**config.mk**
```make
export PLATFORM = sky130hd
export DESIGN_NAME = stream_protocol_monitor
export DESIGN_NICKNAME = d
export VERILOG_FILES = /design/src/rtl/stream_monitor_pkg.sv /design/src/rtl/sat_counter.sv /design/src/rtl/stream_protocol_monitor.sv
export SDC_FILE = /design/constraint.sdc
export NUM_CORES = 1
export LEC_CHECK = 0
export BUFFER_PORTS_ARGS = -buffer_cell sky130_fd_sc_hd__buf_4
export CORE_UTILIZATION = 25
export CTS_CLUSTER_SIZE = 10
export DETAILED_ROUTE_END_ITERATION = 16
export GPL_TIMING_DRIVEN = 0
export PLACE_DENSITY = 0.38
export SKIP_CTS_REPAIR_TIMING = 1
export SLEW_MARGIN = 0
export SYNTH_ARGS = -nofsm -noshare
export SYNTH_HDL_FRONTEND = slang
export SYNTH_SLANG_ARGS = --single-unit
```
**constraint.sdc**
```tcl
create_clock -name clk_i -period 5.8 [get_ports clk_i]
set_input_delay 0.29 -clock clk_i [delete_from_list [all_inputs] [get_ports clk_i]]
set_output_delay 0.29 -clock clk_i [all_outputs]
set_load 0.01 [all_outputs]
```
**src/rtl/stream_monitor_pkg.sv**
```systemverilog
// Shared definitions for the ready/valid stream protocol monitor.
// Holds the beat-tracking FSM state encoding used by stream_protocol_monitor.
package stream_monitor_pkg;

   // IDLE    : no outstanding beat
   // PENDING : valid was seen without ready and is still outstanding
   // HUNG    : PENDING for at least TimeoutCycles consecutive stall cycles
   typedef enum logic [1:0] {
      IDLE    = 2'd0,
      PENDING = 2'd1,
      HUNG    = 2'd2
   } mon_state_e;

endpackage

```
**src/rtl/sat_counter.sv**
```systemverilog
// Saturating up-counter with synchronous clear.
// Ports:
//   clk_i  - clock
//   rst_i  - asynchronous active-high reset, counter to 0
//   clr_i  - synchronous clear, wins over a same-cycle increment
//   inc_i  - increment request; ignored once the count is all-ones
//   cnt_o  - current count
module sat_counter #(
   parameter int WIDTH = 8
) (
   input  logic             clk_i,
   input  logic             rst_i,
   input  logic             clr_i,
   input  logic             inc_i,
   output logic [WIDTH-1:0] cnt_o
);

   always_ff @(posedge clk_i or posedge rst_i) begin
      if (rst_i) begin
         cnt_o <= '0;
      end else if (clr_i) begin
         cnt_o <= '0;
      end else if (inc_i && (cnt_o != '1)) begin
         cnt_o <= cnt_o + WIDTH'(1);
      end
   end

endmodule

```
**src/rtl/stream_protocol_monitor.sv**
```systemverilog
// Passive observer for one ready/valid stream. Drives nothing on the stream.
//
// Handshake semantics observed: a beat transfers in any cycle where
// valid_i & ready_i. Once valid_i is raised it must stay high, with data_i
// unchanged, until the transfer cycle; a valid drop before transfer is a
// drop error, a payload change while outstanding is a change error.
//
// Ports:
//   clk_i, rst_i   - clock, asynchronous active-high reset
//   valid_i, ready_i, data_i - monitored stream taps
//   clear_i        - synchronous clear of counters, last_vld_o and err_* flags
//   xfer_cnt_o     - saturating count of handshakes
//   stall_cnt_o    - saturating count of valid & !ready cycles
//   last_data_o    - payload of the most recent handshake
//   last_vld_o     - at least one handshake since reset/clear
//   hung_o         - FSM currently in HUNG (non-sticky)
//   err_drop_o     - sticky: valid dropped before acceptance
//   err_change_o   - sticky: payload changed while a beat was outstanding
//   err_timeout_o  - sticky: HUNG was entered
module stream_protocol_monitor
   import stream_monitor_pkg::*;
#(
   parameter type T             = logic,
   parameter int  CntWidth      = 32,
   parameter int  TimeoutCycles = 1024
) (
   input  logic                clk_i,
   input  logic                rst_i,
   input  logic                valid_i,
   input  logic                ready_i,
   input  logic [$bits(T)-1:0] data_i,
   input  logic                clear_i,
   output logic [CntWidth-1:0] xfer_cnt_o,
   output logic [CntWidth-1:0] stall_cnt_o,
   output logic [$bits(T)-1:0] last_data_o,
   output logic                last_vld_o,
   output logic                hung_o,
   output logic                err_drop_o,
   output logic                err_change_o,
   output logic                err_timeout_o
);

   localparam int DataWidth = $bits(T);
   // Wide enough to hold TimeoutCycles; at least one bit when timeouts are off.
   localparam int RunWidth  = ($clog2(TimeoutCycles + 1) < 1) ? 1 : $clog2(TimeoutCycles + 1);

   mon_state_e             state_q, state_d;
   logic [DataWidth-1:0]   pend_q;
   logic [RunWidth-1:0]    run_cnt;

   logic handshake, stall;
   logic capture, run_inc, run_clr;
   logic drop_evt, change_evt, timeout_evt;

   assign handshake = valid_i & ready_i;
   assign stall     = valid_i & ~ready_i;

   // Next-state and event decode.
   always_comb begin
      state_d     = state_q;
      capture     = 1'b0;
      run_inc     = 1'b0;
      run_clr     = 1'b0;
      drop_evt    = 1'b0;
      change_evt  = 1'b0;
      timeout_evt = 1'b0;
      case (state_q)
         IDLE: begin
            if (stall) begin
               capture = 1'b1;
               run_inc = 1'b1;   // run counter is 0 in IDLE, so this makes it 1
               // A single-cycle timeout is already reached by this first stall.
               if (TimeoutCycles == 1) begin
                  state_d     = HUNG;
                  timeout_evt = 1'b1;
               end else begin
                  state_d = PENDING;
               end
            end
         end
         PENDING, HUNG: begin
            if (!valid_i) begin
               drop_evt = 1'b1;
               run_clr  = 1'b1;
               state_d  = IDLE;
            end else begin
               // Pending register is not refreshed, so a lasting change
               // keeps flagging every cycle.
               if (data_i != pend_q) begin
                  change_evt = 1'b1;
               end
               if (ready_i) begin
                  run_clr = 1'b1;
                  state_d = IDLE;
               end else begin
                  run_inc = 1'b1;
                  if ((state_q == PENDING) && (TimeoutCycles != 0) &&
                      ((int'(run_cnt) + 1) >= TimeoutCycles)) begin
                     state_d     = HUNG;
                     timeout_evt = 1'b1;
                  end
               end
            end
         end
         default: begin
            state_d = IDLE;
            run_clr = 1'b1;
         end
      endcase
   end

   always_ff @(posedge clk_i or posedge rst_i) begin
      if (rst_i) begin
         state_q <= IDLE;
         pend_q  <= '0;
      end else begin
         state_q <= state_d;
         if (capture) begin
            pend_q <= data_i;
         end
      end
   end

   // Sticky flags and last-beat capture; clear beats any same-cycle event.
   always_ff @(posedge clk_i or posedge rst_i) begin
      if (rst_i) begin
         err_drop_o    <= 1'b0;
         err_change_o  <= 1'b0;
         err_timeout_o <= 1'b0;
         last_vld_o    <= 1'b0;
         last_data_o   <= '0;
      end else if (clear_i) begin
         err_drop_o    <= 1'b0;
         err_change_o  <= 1'b0;
         err_timeout_o <= 1'b0;
         last_vld_o    <= 1'b0;
      end else begin
         if (drop_evt)    err_drop_o    <= 1'b1;
         if (change_evt)  err_change_o  <= 1'b1;
         if (timeout_evt) err_timeout_o <= 1'b1;
         if (handshake) begin
            last_vld_o  <= 1'b1;
            last_data_o <= data_i;
         end
      end
   end

   assign hung_o = (state_q == HUNG);

   sat_counter #(.WIDTH(CntWidth)) u_xfer_cnt (
      .clk_i (clk_i),
      .rst_i (rst_i),
      .clr_i (clear_i),
      .inc_i (handshake),
      .cnt_o (xfer_cnt_o)
   );

   sat_counter #(.WIDTH(CntWidth)) u_stall_cnt (
      .clk_i (clk_i),
      .rst_i (rst_i),
      .clr_i (clear_i),
      .inc_i (stall),
      .cnt_o (stall_cnt_o)
   );

   // Stall-run length of the outstanding beat; not touched by clear_i.
   sat_counter #(.WIDTH(RunWidth)) u_run_cnt (
      .clk_i (clk_i),
      .rst_i (rst_i),
      .clr_i (run_clr),
      .inc_i (run_inc),
      .cnt_o (run_cnt)
   );

endmodule

```
---- After elaboration in Yosys (flattened, before gate mapping) ----
Cells that the tools add are included.
word-level totals
  register bits after elaboration ......... 83
  logic and storage cells ................. 78
  input port bits ......................... 6
operators by class
  eq/ne operators ......................... 8
  muxes and demuxes ....................... 36
  reduce and logical (&&, ||, !) cells .... 15
  bitwise gates (word level) .............. 4
  magnitude comparators ................... 1
  add/subtract/negate cells ............... 4
operators by type and width
  operator               number
  $mux 32                4
  $add 32x1->32 const B  2
  $ne 32x32->1 const B   2
  $mux 1                 23
  $mux 11                2
  $reduce_bool 2->1      7
  $add 11x1->12 const B  1
  $ge 12x11->1 const B   1
  $add 11x1->11 const B  1
  $ne 11x11->1 const B   1
  $mux 2                 4
  $logic_and 1x1->1      4
  $ne 4x4->1 const B     1
  $pmux 1 s2             2
  $pmux 2 s2             1
  $reduce_and 2->1       2
  $and 1x1->1            2
  $eq 2x1->1 const B     1
  $eq 2x2->1 const B     1
  $logic_not 2->1        1
  $ne 2x1->1 const B     1
  $not 1->1              2
  $reduce_or 2->1        1
  $ne 1x1->1             1

---- Depth between registers and ports, before layout ----
Gate-level depths: netlist of the first run.
  word-level depth ........................ 9
  depth in mapped cells ................... 9
  gate-level depth less buffers ........... 6

---- Hierarchy ----
From an unflattened synthesis of the first run, not the netlist that was laid out.
unflattened totals
  cell total of the unflattened synthesis .. 506
  area, all modules ....................... 4,803.4 sq um
by module, submodules not included
  module                     seq. area each (sq um)  cells each  area each (sq um)  instances
  sat_counter (u_stall_cnt)  800.8                   195         1,826.8            1
  sat_counter (u_xfer_cnt)   800.8                   186         1,740.4            1
  sat_counter (u_run_cnt)    275.3                   77          743.2              1
  stream_protocol_monitor    200.2                   48          493.0              1

---- Least setup slack after synthesis of the first run ----
OpenSTA, ideal clock, no wires.
  kind .................................... reg-to-reg
  start ................................... reg u_xfer_cnt.cnt_o[0]
  end ..................................... reg u_xfer_cnt.cnt_o[18]
  period minus slack after synthesis ...... 2.220 ns
  cell stages (with the launch flop) ...... 8
  setup slack ............................. 3.580 ns
  setup time .............................. 0.078 ns
  arrival ................................. 2.143 ns
  cell sequence ........................... dfrtp_1 ha_1 nand2_1 or4_1 buf_2 a211o_1 or3_1 a21oi_1
between the ends
  longest elaborated chain between the ends .. 3
  elaborated cells between the ends (all ways) .. 6
  those cells by class .................... add/sub (1); eq/ne (1); mux (2); reduce/logical (2)
ends and longest elaborated chain
  item                                                  line                                  RTL
  start, declared                                       sat_counter.sv:15                     output logic [WIDTH-1:0] cnt_o
  start signal, assigned                                sat_counter.sv:24                     cnt_o <= cnt_o + WIDTH'(1);
  $add 32x1->32 / $ne 32x32->1 (equally long branches)  sat_counter.sv:24, sat_counter.sv:23
  $mux 32 / $logic_and 1x1->1 (equally long branches)   sat_counter.sv:23                     end else if (inc_i && (cnt_o != '1)) begin
  $mux 32 / $reduce_bool 2->1 (equally long branches)   n/a
Parallel ways exist; a longest one is shown, timed or not. The select of a mux whose other input is x is not followed.
A chain may end at the register's enable or synchronous reset.

---- Final worst setup path of the first run ----
  start ................................... reg u_stall_cnt.cnt_o[0]
  end ..................................... reg u_stall_cnt.cnt_o[18]
between the ends
  longest elaborated chain between the ends .. 3
  elaborated cells between the ends (all ways) .. 6
  those cells by class .................... add/sub (1); eq/ne (1); mux (2); reduce/logical (2)
ends and longest elaborated chain
  item                                                  line
  start, declared                                       sat_counter.sv:15
  start signal, assigned                                sat_counter.sv:24
  $add 32x1->32 / $ne 32x32->1 (equally long branches)  sat_counter.sv:24, sat_counter.sv:23
  $mux 32 / $logic_and 1x1->1 (equally long branches)   sat_counter.sv:23
  $mux 32 / $reduce_bool 2->1 (equally long branches)   n/a
Parallel ways exist; a longest one is shown, timed or not. The select of a mux whose other input is x is not followed.

==> reports/results.ini, run 1 <==
[power_and_ir_drop]
p_sw_share_pct=25.79
internal-power_w=0.0009581
ir_worst_vdd_v=0.0001356
power_leakage_nw=2.278
power_frac_seq_pct=47.6
pwr-share-comb_pct=9.7
powerDensity_mw_per_mm2=225.9
pwr-share-clk_pct=42.7
power_switching_w=0.0003329

[route]
drc=0
finalWirelength_um=13570
routedWlPerCell_um=16.71
drtPass1Iterations=4
antenna_left=0
viasPerCell=4.961
drt_iter0_markers=185
num_vias=4028

[timing]
fmax_mhz=367.3
worst_pin_slew_ns=1.070
fin_crit_ns=2.723
fin_skew_ns=0.005293
fin_setup_tns_ns=0
max-slew-margin-rel_pct=28.14
rsz0062_at_grt=false
setup_viol=0
report.final.slew_viol_count=0
hold_viol=0
finalCritPeriodShare_pct=46.94

[synth]
synth_area_leader_cell=dfrtp_1
synth_area_leaders=dfrtp_1 (46%), nor2_1 (4.7%), a21oi_1 (4.1%)
async_flop_share_pct=100.0
synth.ff_latch_count=83
synth-edff-count=0
yosysUniqueCellTypes=58
syn-instance-count=494
synth_area_mm2=0.004556
seq_area_frac_synth_pct=45.59
syn_avg_cell_area_um2=9.222
synth.net_count=508
ys_warn_count=0
synth_top_area_share_pct=45.59
synth_flop_cell=dfrtp_1

[cells_and_area]
fill_cells=1853
antenna_cells=0
stdcell_count=812
final_core_util_pct=32.58
layout_common_cells=dfrtp_1 (83), buf_4 (77), nor2_1 (57)
drive_gt1_share_pct=19.25
area_growth_pct=25.43
final_common_cell=dfrtp_1
nets=596

[worst_hold_path]
hold_start=data_i
holdPathStages=2
hp-class=in2reg
min_to=pend_q$_DFFE_PP0P_

[place]
place.gp.congestion=0.7404
dp.cells=795
port_buffers=75
dpl.hpwl_um=9695

[worst_setup_path]
cpMaxStageDelayCell=nor4_2
worstSetupEndpointType=register
rr_startpoint=u_stall_cnt.cnt_o[0]$_DFFE_PP0P_
path_class=reg2reg
crit_required_ns=6.06
worstPathArrival_ns=2.99
worstPathCellList=ha_1, nand4b_1, nor4_2, o211ai_1, or3_1, a21oi_1
r2r_slack_ns=3.08
critical_path.max_stage_delay_ns=0.77
crit_path_start_kind=register
reg2regPathDepth=6
crit_fanout=9
reg2reg_to=u_stall_cnt.cnt_o[18]$_DFFE_PP0P_

[clocking]
cts_made_buffers=9
cts-root-buf=clkbuf_16
clock_latency_ns=0.34
cts_tree=yes
clk_pin_slew_worst_paths_ns=0.06
clock_path_buffers=2
h-tree-depth=3
clock_sinks=83

[grt]
grt_pass1_wl_um=21360
grt_max_degree=54
overflow=0
grt_pass1_vias=3807
track_usage_pct=15.10
antenna_found_initial=0

[die]
ios=76
num_rows=48
initial_utilization_pct=25.98
die_w_um=137.0
die_h_um=137.0
core_mm2=0.01754
dieArea_mm2=0.01877

[flow_run]
cap_violations=0

[run_status]
outcome=finished clean

==> worst max-delay path, delay by kind of cell (launching register included) <==
family	cells	cell delay [ns]
adders and majority gates	1	0.28
DFF	1	0.43
and+or+nand+nor	3	1.46
AOI/OAI and AO/OA	2	0.46
==> metrics by stage <==
step           instance area, um2  hold WS [ns]  setup slack (ns)   power, W
6_report                     5714        0.2086             3.077   0.001291
5_1_grt                      5714        0.1995             2.809   0.001360
4_1_cts                      5704      -0.03067             2.991   0.001320
3_5_place_dp                 5430        0.3423             3.010  0.0007555
3_3_place_gp                 5400        0.4865             1.890  0.0007518
2_1_floorplan                4556        0.4405             3.373  0.0007051
==> power by group through the flow <==
stage,Clock (W),Sequential (W),Combinational (W)
6_report,0.000551,0.000614,0.000126
3_5_place_dp,0,0.000625,0.000130
5_1_grt,0.000598,0.000618,0.000145
3_3_place_gp,0,0.000625,0.000127
2_1_floorplan,0,0.000624,0.0000807
4_1_cts,0.000574,0.000614,0.000131
==> worst max path at each step <==
stage	start	end	slack [ns]	cells past startpoint
after global routing	u_stall_cnt.cnt_o[0]$_DFFE_PP0P_	u_stall_cnt.cnt_o[18]$_DFFE_PP0P_	2.81	6
after detailed placement	u_stall_cnt.cnt_o[0]$_DFFE_PP0P_	u_stall_cnt.cnt_o[18]$_DFFE_PP0P_	3.01	6
after floorplan	rst_i	err_change_o$_DFFE_PP0P_	3.37	1
after CTS	u_stall_cnt.cnt_o[0]$_DFFE_PP0P_	u_stall_cnt.cnt_o[18]$_DFFE_PP0P_	2.99	6
final	u_stall_cnt.cnt_o[0]$_DFFE_PP0P_	u_stall_cnt.cnt_o[18]$_DFFE_PP0P_	3.08	6
after global placement	rst_i	u_xfer_cnt.cnt_o[6]$_DFFE_PP0P_	1.89	2
==> flip-flops by register name (all words and copies together) (netlist names) <==
register,flops
err_change_o,1
err_drop_o,1
err_timeout_o,1
last_data_o,1
last_vld_o,1
pend_q,1
state_q,2
u_run_cnt.cnt_o,11
u_stall_cnt.cnt_o,32
u_xfer_cnt.cnt_o,32
==> final cells by class <==
cell class / instances / area (um2) / share of cell area [%]
Multi-Input combinational cell: 378 / 2337 / 40.90
Sequential cell: 83 / 2077 / 36.35
Timing Repair Buffer: 77 / 600.6 / 10.51
Tap cell: 225 / 281.5 / 4.927
Clock buffer: 14 / 264.0 / 4.620
Buffer: 18 / 85.08 / 1.489
Inverter: 15 / 58.81 / 1.029
Clock inverter: 2 / 10.01 / 0.1752
==> cell families after synthesis <==
family / count (synthesis) / share of synthesized area [%]
mux: 10 / 2.389
flops: 83 / 45.59
buf+inv: 33 / 3.103
compound gates: 95 / 12.83
simple gates: 235 / 28.12
xor+xnor: 30 / 5.768
fa+ha+maj: 8 / 2.197
==> cell usage after synthesis (2+ instances only) <==
cell,instances
dfrtp_1,83
nand4b_1,2
inv_1,15
nand4_1,18
mux2_2,5
xnor2_1,19
o2111ai_1,3
a21oi_1,37
nor2_1,57
nor4_1,12
and4_1,5
nor2b_1,8
o211ai_1,2
mux2_1,2
buf_4,2
and2_1,3
and3_1,2
nor3_1,15
nand2_1,29
o41ai_1,2
or4_1,15
buf_2,4
clkbuf_1,11
nand3_1,28
mux2i_1,3
a31oi_1,3
o21ai_0,20
o31ai_1,15
nor4_2,2
xor2_1,11
ha_1,8
or3_1,22
nand2b_1,4
or2_2,3
==> per-layer routing <==
| metal | vias up | wire length [um] | global-route usage, % |
|---|---|---|---|
| met5 | - | 0 | 0 |
| met4 | 0 | 140 | 5.495 |
| met3 | 8 | 484 | 2.741 |
| met2 | 58 | 6093 | 22.47 |
| met1 | 1965 | 6854 | 21.61 |
| li1 | 1997 | - | - |
Note: power is estimated with default switching activity, not from simulation.
==> run 2, diff against run 1 <==
Clock period 5.8 ns to 2.76 ns, I/O delays scaled along.
==> run 2 against run 1 <==
- combinational power up 110%
- routed wire length about the same
- maximum frequency up 6.6%
==> reports/results.ini, run 2 (synthesis results as in run 1) <==
[die]
ios=76  ; unchanged
dieArea_mm2=0.01877  ; unchanged
num_rows=48  ; unchanged
die_h_um=137.0  ; unchanged
die_w_um=137.0  ; unchanged
initial_utilization_pct=25.98  ; unchanged
core_mm2=0.01754  ; unchanged

[power_and_ir_drop]
power_leakage_nw=2.295  ; +0.74%
powerDensity_mw_per_mm2=474.5  ; +110%
ir_worst_vdd_v=0.0002846  ; +110%

[worst_setup_path]
worstPathBufferInverterCount=1  ; +1
worstPathCellList=nand4_1, or3_1, nor3_2, buf_2, nand3b_1, a21oi_1
cpMaxStageDelayCell=or3_1
crit_fanout=10  ; +1
critical_path.max_stage_delay_ns=0.57  ; -0.20 ns
crit_required_ns=2.96  ; -3.10 ns
reg2regPathDepth=6  ; unchanged
cp_top_family=simple AND/OR/NAND/NOR gates
path_class=reg2reg
path_depth=6  ; unchanged
worstPathArrival_ns=2.75  ; -0.24 ns
worstSetupEndpointType=register
crit_path_start_kind=register

[grt]
grt_max_degree=54  ; unchanged
antenna_found_initial=0  ; unchanged
overflow=0  ; unchanged
grt_pass1_vias=3807  ; unchanged
grt_pass1_wl_um=21360  ; unchanged
track_usage_pct=15.10  ; unchanged

[timing]
fmax_mhz=391.4  ; +6.6%
finalCritPeriodShare_pct=92.57  ; +46 points
max-slew-margin-rel_pct=27.96  ; -0.18 points
setup_viol=0  ; unchanged
worst_pin_slew_ns=1.072  ; +0.002699 ns
fin_crit_ns=2.555  ; -0.1676 ns
fin_ws_ns=0.2050  ; -2.872 ns
rsz0062_at_grt=false
fin_skew_ns=0.007902  ; +0.002609 ns
hold_viol=0  ; unchanged
report.final.slew_viol_count=0  ; unchanged

[clocking]
cts_tree=yes
clock_sinks=83  ; unchanged
cts-root-buf=clkbuf_16
h-tree-depth=3  ; unchanged
clock_latency_ns=0.34  ; about the same
cts_made_buffers=9  ; unchanged
clock_path_buffers=2  ; unchanged
clk_pin_slew_worst_paths_ns=0.06  ; about the same

[cells_and_area]
nets=596  ; unchanged
final_common_cell=dfrtp_1
antenna_cells=0  ; unchanged
final_core_util_pct=32.63  ; +0.050 points
drive_gt1_share_pct=19.25  ; unchanged
reg_top3=u_stall_cnt.cnt_o x32, u_xfer_cnt.cnt_o x32, u_run_cnt.cnt_o x11
layout_common_cells=dfrtp_1 (83), buf_4 (77), nor2_1 (57)
fill_cells=1853  ; unchanged
area_growth_pct=25.62
stdcell_count=812  ; unchanged

[place]
place.gp.congestion=0.7404  ; unchanged
dpl.hpwl_um=9695  ; unchanged
post-place-ws_ns=-0.02980  ; -3.040 ns
port_buffers=75  ; unchanged
dp.cells=795  ; unchanged

[route]
num_vias=4029  ; +0.025%
drt_iter0_markers=175  ; -5.4%
drtPass1Iterations=4  ; unchanged
viasPerCell=4.962  ; about the same
routedWlPerCell_um=16.73  ; about the same
finalWirelength_um=13580  ; about the same
drc=0  ; unchanged
antenna_left=0  ; unchanged

[flow_run]
cap_violations=0  ; unchanged

[worst_hold_path]
hp-class=in2reg
holdPathStages=2  ; unchanged

[run_status]
outcome=finished clean

==> run 2: cell counts in the layout (fill, tap and decap cells not counted) <==
Identical to the previous run, type by type.
==> run 2: cell type report <==
cell class	instances	area [um2]	area share (%)
clock buffer	14	264.0	4.613
buffer	18	85.08	1.487
multi-input combinational	378	2346	40.99
timing repair buffer	77	600.6	10.49
inverter	15	58.81	1.028
clock inverter	2	10.01	0.1749
sequential	83	2077	36.29
tap	225	281.5	4.919
==> run 2: through the flow <==
step | setup TNS, ns | power, W | cell area [um2] | hold WS (ns)
2_1_floorplan | 0 | 0.001482 | 4556 | 0.2885
3_3_place_gp | -82.37 | 0.001580 | 5400 | 0.4027
3_5_place_dp | -0.02980 | 0.001588 | 5430 | 0.1903
4_1_cts | -0.04912 | 0.002773 | 5704 | -0.1827
5_1_grt | 0 | 0.002858 | 5723 | 0.04749
6_report | 0 | 0.002715 | 5723 | 0.05679
==> run 2: where the power goes <==
part | internal (W) | total (W) | switching, W
Clock | 0.000658 | 0.00116 | 0.000503
Sequential | 0.00125 | 0.00129 | 0.0000358
Combinational | 0.000101 | 0.000264 | 0.000163
Total | 0.00201 | 0.00272 | 0.000702
==> run 2: worst reg2reg max path, delay by kind of cell (launching register included) <==
kind / cells / cell delay, ns
and+or+nand+nor: 4 / 1.56
DFF: 1 / 0.46
buffers and inverters: 1 / 0.33
AOI/OAI and AO/OA: 1 / 0.06
==> run 2: routing by layer <==
layer	global-route usage, %	share of wire [%]
met1	21.61	50
met2	22.47	45
met3	2.741	3.9
met4	5.495	1.0
met5	0	0
==> run 2: final timing paths <==
check	from	end	slack, ns
max in group asynchronous	rst_i	u_xfer_cnt.cnt_o[14]$_DFFE_PP0P_	1.77
worst max register to register	u_stall_cnt.cnt_o[3]$_DFFE_PP0P_	u_stall_cnt.cnt_o[1]$_DFFE_PP0P_	0.20
worst min register to register	err_drop_o$_DFFE_PP0P_	err_drop_o$_DFFE_PP0P_	0.51
worst min-delay path	data_i	pend_q$_DFFE_PP0P_	0.06
worst max-delay path	u_stall_cnt.cnt_o[3]$_DFFE_PP0P_	u_stall_cnt.cnt_o[1]$_DFFE_PP0P_	0.20
min in group asynchronous	rst_i	last_data_o$_DFFE_PP0P_	0.36
==> run 3, diff against run 2 <==
Settings changed: CORE_MARGIN set to 5, REMOVE_ABC_BUFFERS set to 1.
==> run 3 against run 2 <==
- register-to-register slack lost 0.097 ns
- combinational power shrank 4%
- clock skew shrank 0.0026 ns
- sequential power is essentially flat
- die area grew 12%
- critical path depth grew 1
- first-iteration DRC count shrank 2.3%
- global-route usage shrank 2.7 points
- largest cell class unchanged
- highest routed layer unchanged
==> reports/results.ini, run 3 (synthesis results as in run 1) <==
[run_status]
outcome=finished clean

[die]
die_w_um=145.0  ; +5.8%
num_rows=49  ; +2.1%
dieArea_mm2=0.02102  ; +12%
die_h_um=145.0  ; +5.8%
initial_utilization_pct=25.36  ; -0.62 points
ios=76  ; unchanged
core_mm2=0.01796  ; +2.4%

[cells_and_area]
drive_gt1_share_pct=20.24  ; +0.99 points
final_area_mm2=0.005742  ; +0.33%
final_common_cell=dfrtp_1
reg_top3=u_stall_cnt.cnt_o x32, u_xfer_cnt.cnt_o x32, u_run_cnt.cnt_o x11
layout_common_cells=dfrtp_1 (83), buf_4 (78), nor2_1 (57)
nets=582  ; -2.3%
fill_cells=1911  ; +3.1%
antenna_cells=0  ; unchanged
area_growth_pct=26.04
regArea_mm2=0.002077  ; unchanged
multi_input_area_mm2=0.002371  ; +1.1%

[timing]
hold_viol=0  ; unchanged
report.final.slew_viol_count=0  ; unchanged
hold_slack_ns=0.05106  ; -0.005737 ns
worst_pin_slew_ns=0.9183  ; -0.1541 ns
fin_skew_ns=0.005255  ; -0.002646 ns
finalCritPeriodShare_pct=96.08  ; +3.5 points
max-slew-margin-rel_pct=37.03  ; +9.1 points
fmax_mhz=377.1  ; -3.6%
rsz0062_at_grt=true
fin_crit_ns=2.652  ; +0.09672 ns
fin_ws_ns=0.1083  ; -0.09672 ns
setup_viol=0  ; unchanged

[power_and_ir_drop]
powerDensity_mw_per_mm2=494.4  ; +4.2%
ir_worst_vdd_v=0.0002800  ; -1.6%
power_leakage_nw=2.322  ; +1.2%

[worst_setup_path]
cpMaxStageDelayCell=or4_1
worstSetupEndpointType=register
worstPathBufferInverterCount=1  ; unchanged
crit_path_start_kind=register
worstPathArrival_ns=2.88  ; +0.13 ns
crit_required_ns=2.99  ; +0.03 ns
critical_path.max_stage_delay_ns=0.79  ; +0.22 ns
crit_fanout=11  ; +1
path_class=reg2reg
cp_top_family=simple AND/OR/NAND/NOR gates
worstPathCellList=ha_1, nand2_1, or4_1, nor3_4, buf_6, nor4_1, mux2_2

[place]
place.gp.congestion=0.7198  ; -2.8%
place_area_mm2=0.005381  ; -0.90%
post-place-ws_ns=-0.03692  ; -0.007121 ns
dpl.hpwl_um=8864  ; -8.6%
port_buffers=75  ; unchanged

[route]
finalWirelength_um=12870  ; -5.2%
antenna_left=0  ; unchanged
drc=0  ; unchanged
routedWlPerCell_um=16.05  ; -4.0%
num_vias=4064  ; +0.87%
drtPass1Iterations=4  ; unchanged
drt_iter0_markers=171  ; -2.3%
viasPerCell=5.067  ; +2.1%

[grt]
track_usage_pct=12.43  ; -2.7 points
grt_pass1_vias=4103  ; +7.8%
grt_max_degree=78  ; +44%
grt_pass1_wl_um=21910  ; +2.6%
overflow=0  ; unchanged
antenna_found_initial=0  ; unchanged

[clocking]
h-tree-depth=3  ; unchanged
clock_sinks=83  ; unchanged
clock_path_buffers=2  ; unchanged
cts-root-buf=clkbuf_16
clk_pin_slew_worst_paths_ns=0.06  ; about the same
cts_made_buffers=9  ; unchanged
cts_tree=yes
clock_latency_ns=0.34  ; about the same

[worst_hold_path]
hp-class=in2reg

[flow_run]
cap_violations=0  ; unchanged

-- run 3: power by group --
part	internal [W]	leakage, nW	switching (W)	total [W]
Combinational	0.0000952	1.02	0.000159	0.000254
Sequential	0.00125	1.15	0.0000353	0.00129
Clock	0.000773	0.155	0.000521	0.00129
-- run 3: cell type report --
cell class / count / area share [%]
Multi-Input combinational cell: 378 / 41.29
Sequential cell: 83 / 36.17
Timing Repair Buffer: 81 / 11.05
Tap cell: 229 / 4.990
Clock buffer: 12 / 4.642
Inverter: 15 / 1.024
Clock inverter: 4 / 0.8281
-- run 3: metal layers --
layer  global-route usage [%]  up-vias  part of all wire (%)
met5                        0        -                     0
li1                         -     1976                     -
met4                    2.119        0                  0.72
met3                    4.178        6                   4.9
met1                    15.84     2006                    46
met2                    20.80       76                    48
-- run 3: path summary, 6_finish.rpt --
| path | from | to | slack [ns] | depth (start not counted) |
|---|---|---|---|---|
| worst max-delay path | u_xfer_cnt.cnt_o[0]$_DFFE_PP0P_ | u_xfer_cnt.cnt_o[11]$_DFFE_PP0P_ | 0.11 | 7 |
| worst min-delay path | data_i | pend_q$_DFFE_PP0P_ | 0.05 | 2 |
| worst max register to register | u_xfer_cnt.cnt_o[0]$_DFFE_PP0P_ | u_xfer_cnt.cnt_o[11]$_DFFE_PP0P_ | 0.11 | 7 |
| worst min register to register | last_vld_o$_DFFE_PP0P_ | last_vld_o$_DFFE_PP0P_ | 0.50 | 2 |
| max in group asynchronous | rst_i | u_stall_cnt.cnt_o[1]$_DFFE_PP0P_ | 1.82 | 4 |
| min in group asynchronous | rst_i | u_stall_cnt.cnt_o[11]$_DFFE_PP0P_ | 0.31 | 3 |
-- run 3: stage by stage --
| stage | utilization, % | instances | total power, W | TNS, ns |
|---|---|---|---|---|
| after floorplan | - | 476 | 0.001462 | -0.3840 |
| after global placement | 29.62 | 780 | 0.001563 | -92.11 |
| after detailed placement | 29.96 | 783 | 0.001576 | -0.03692 |
| after CTS | 31.71 | 799 | 0.002899 | -0.04971 |
| after global routing | 31.96 | 802 | 0.002986 | -0.06178 |
| final | 31.96 | 802 | 0.002839 | 0 |
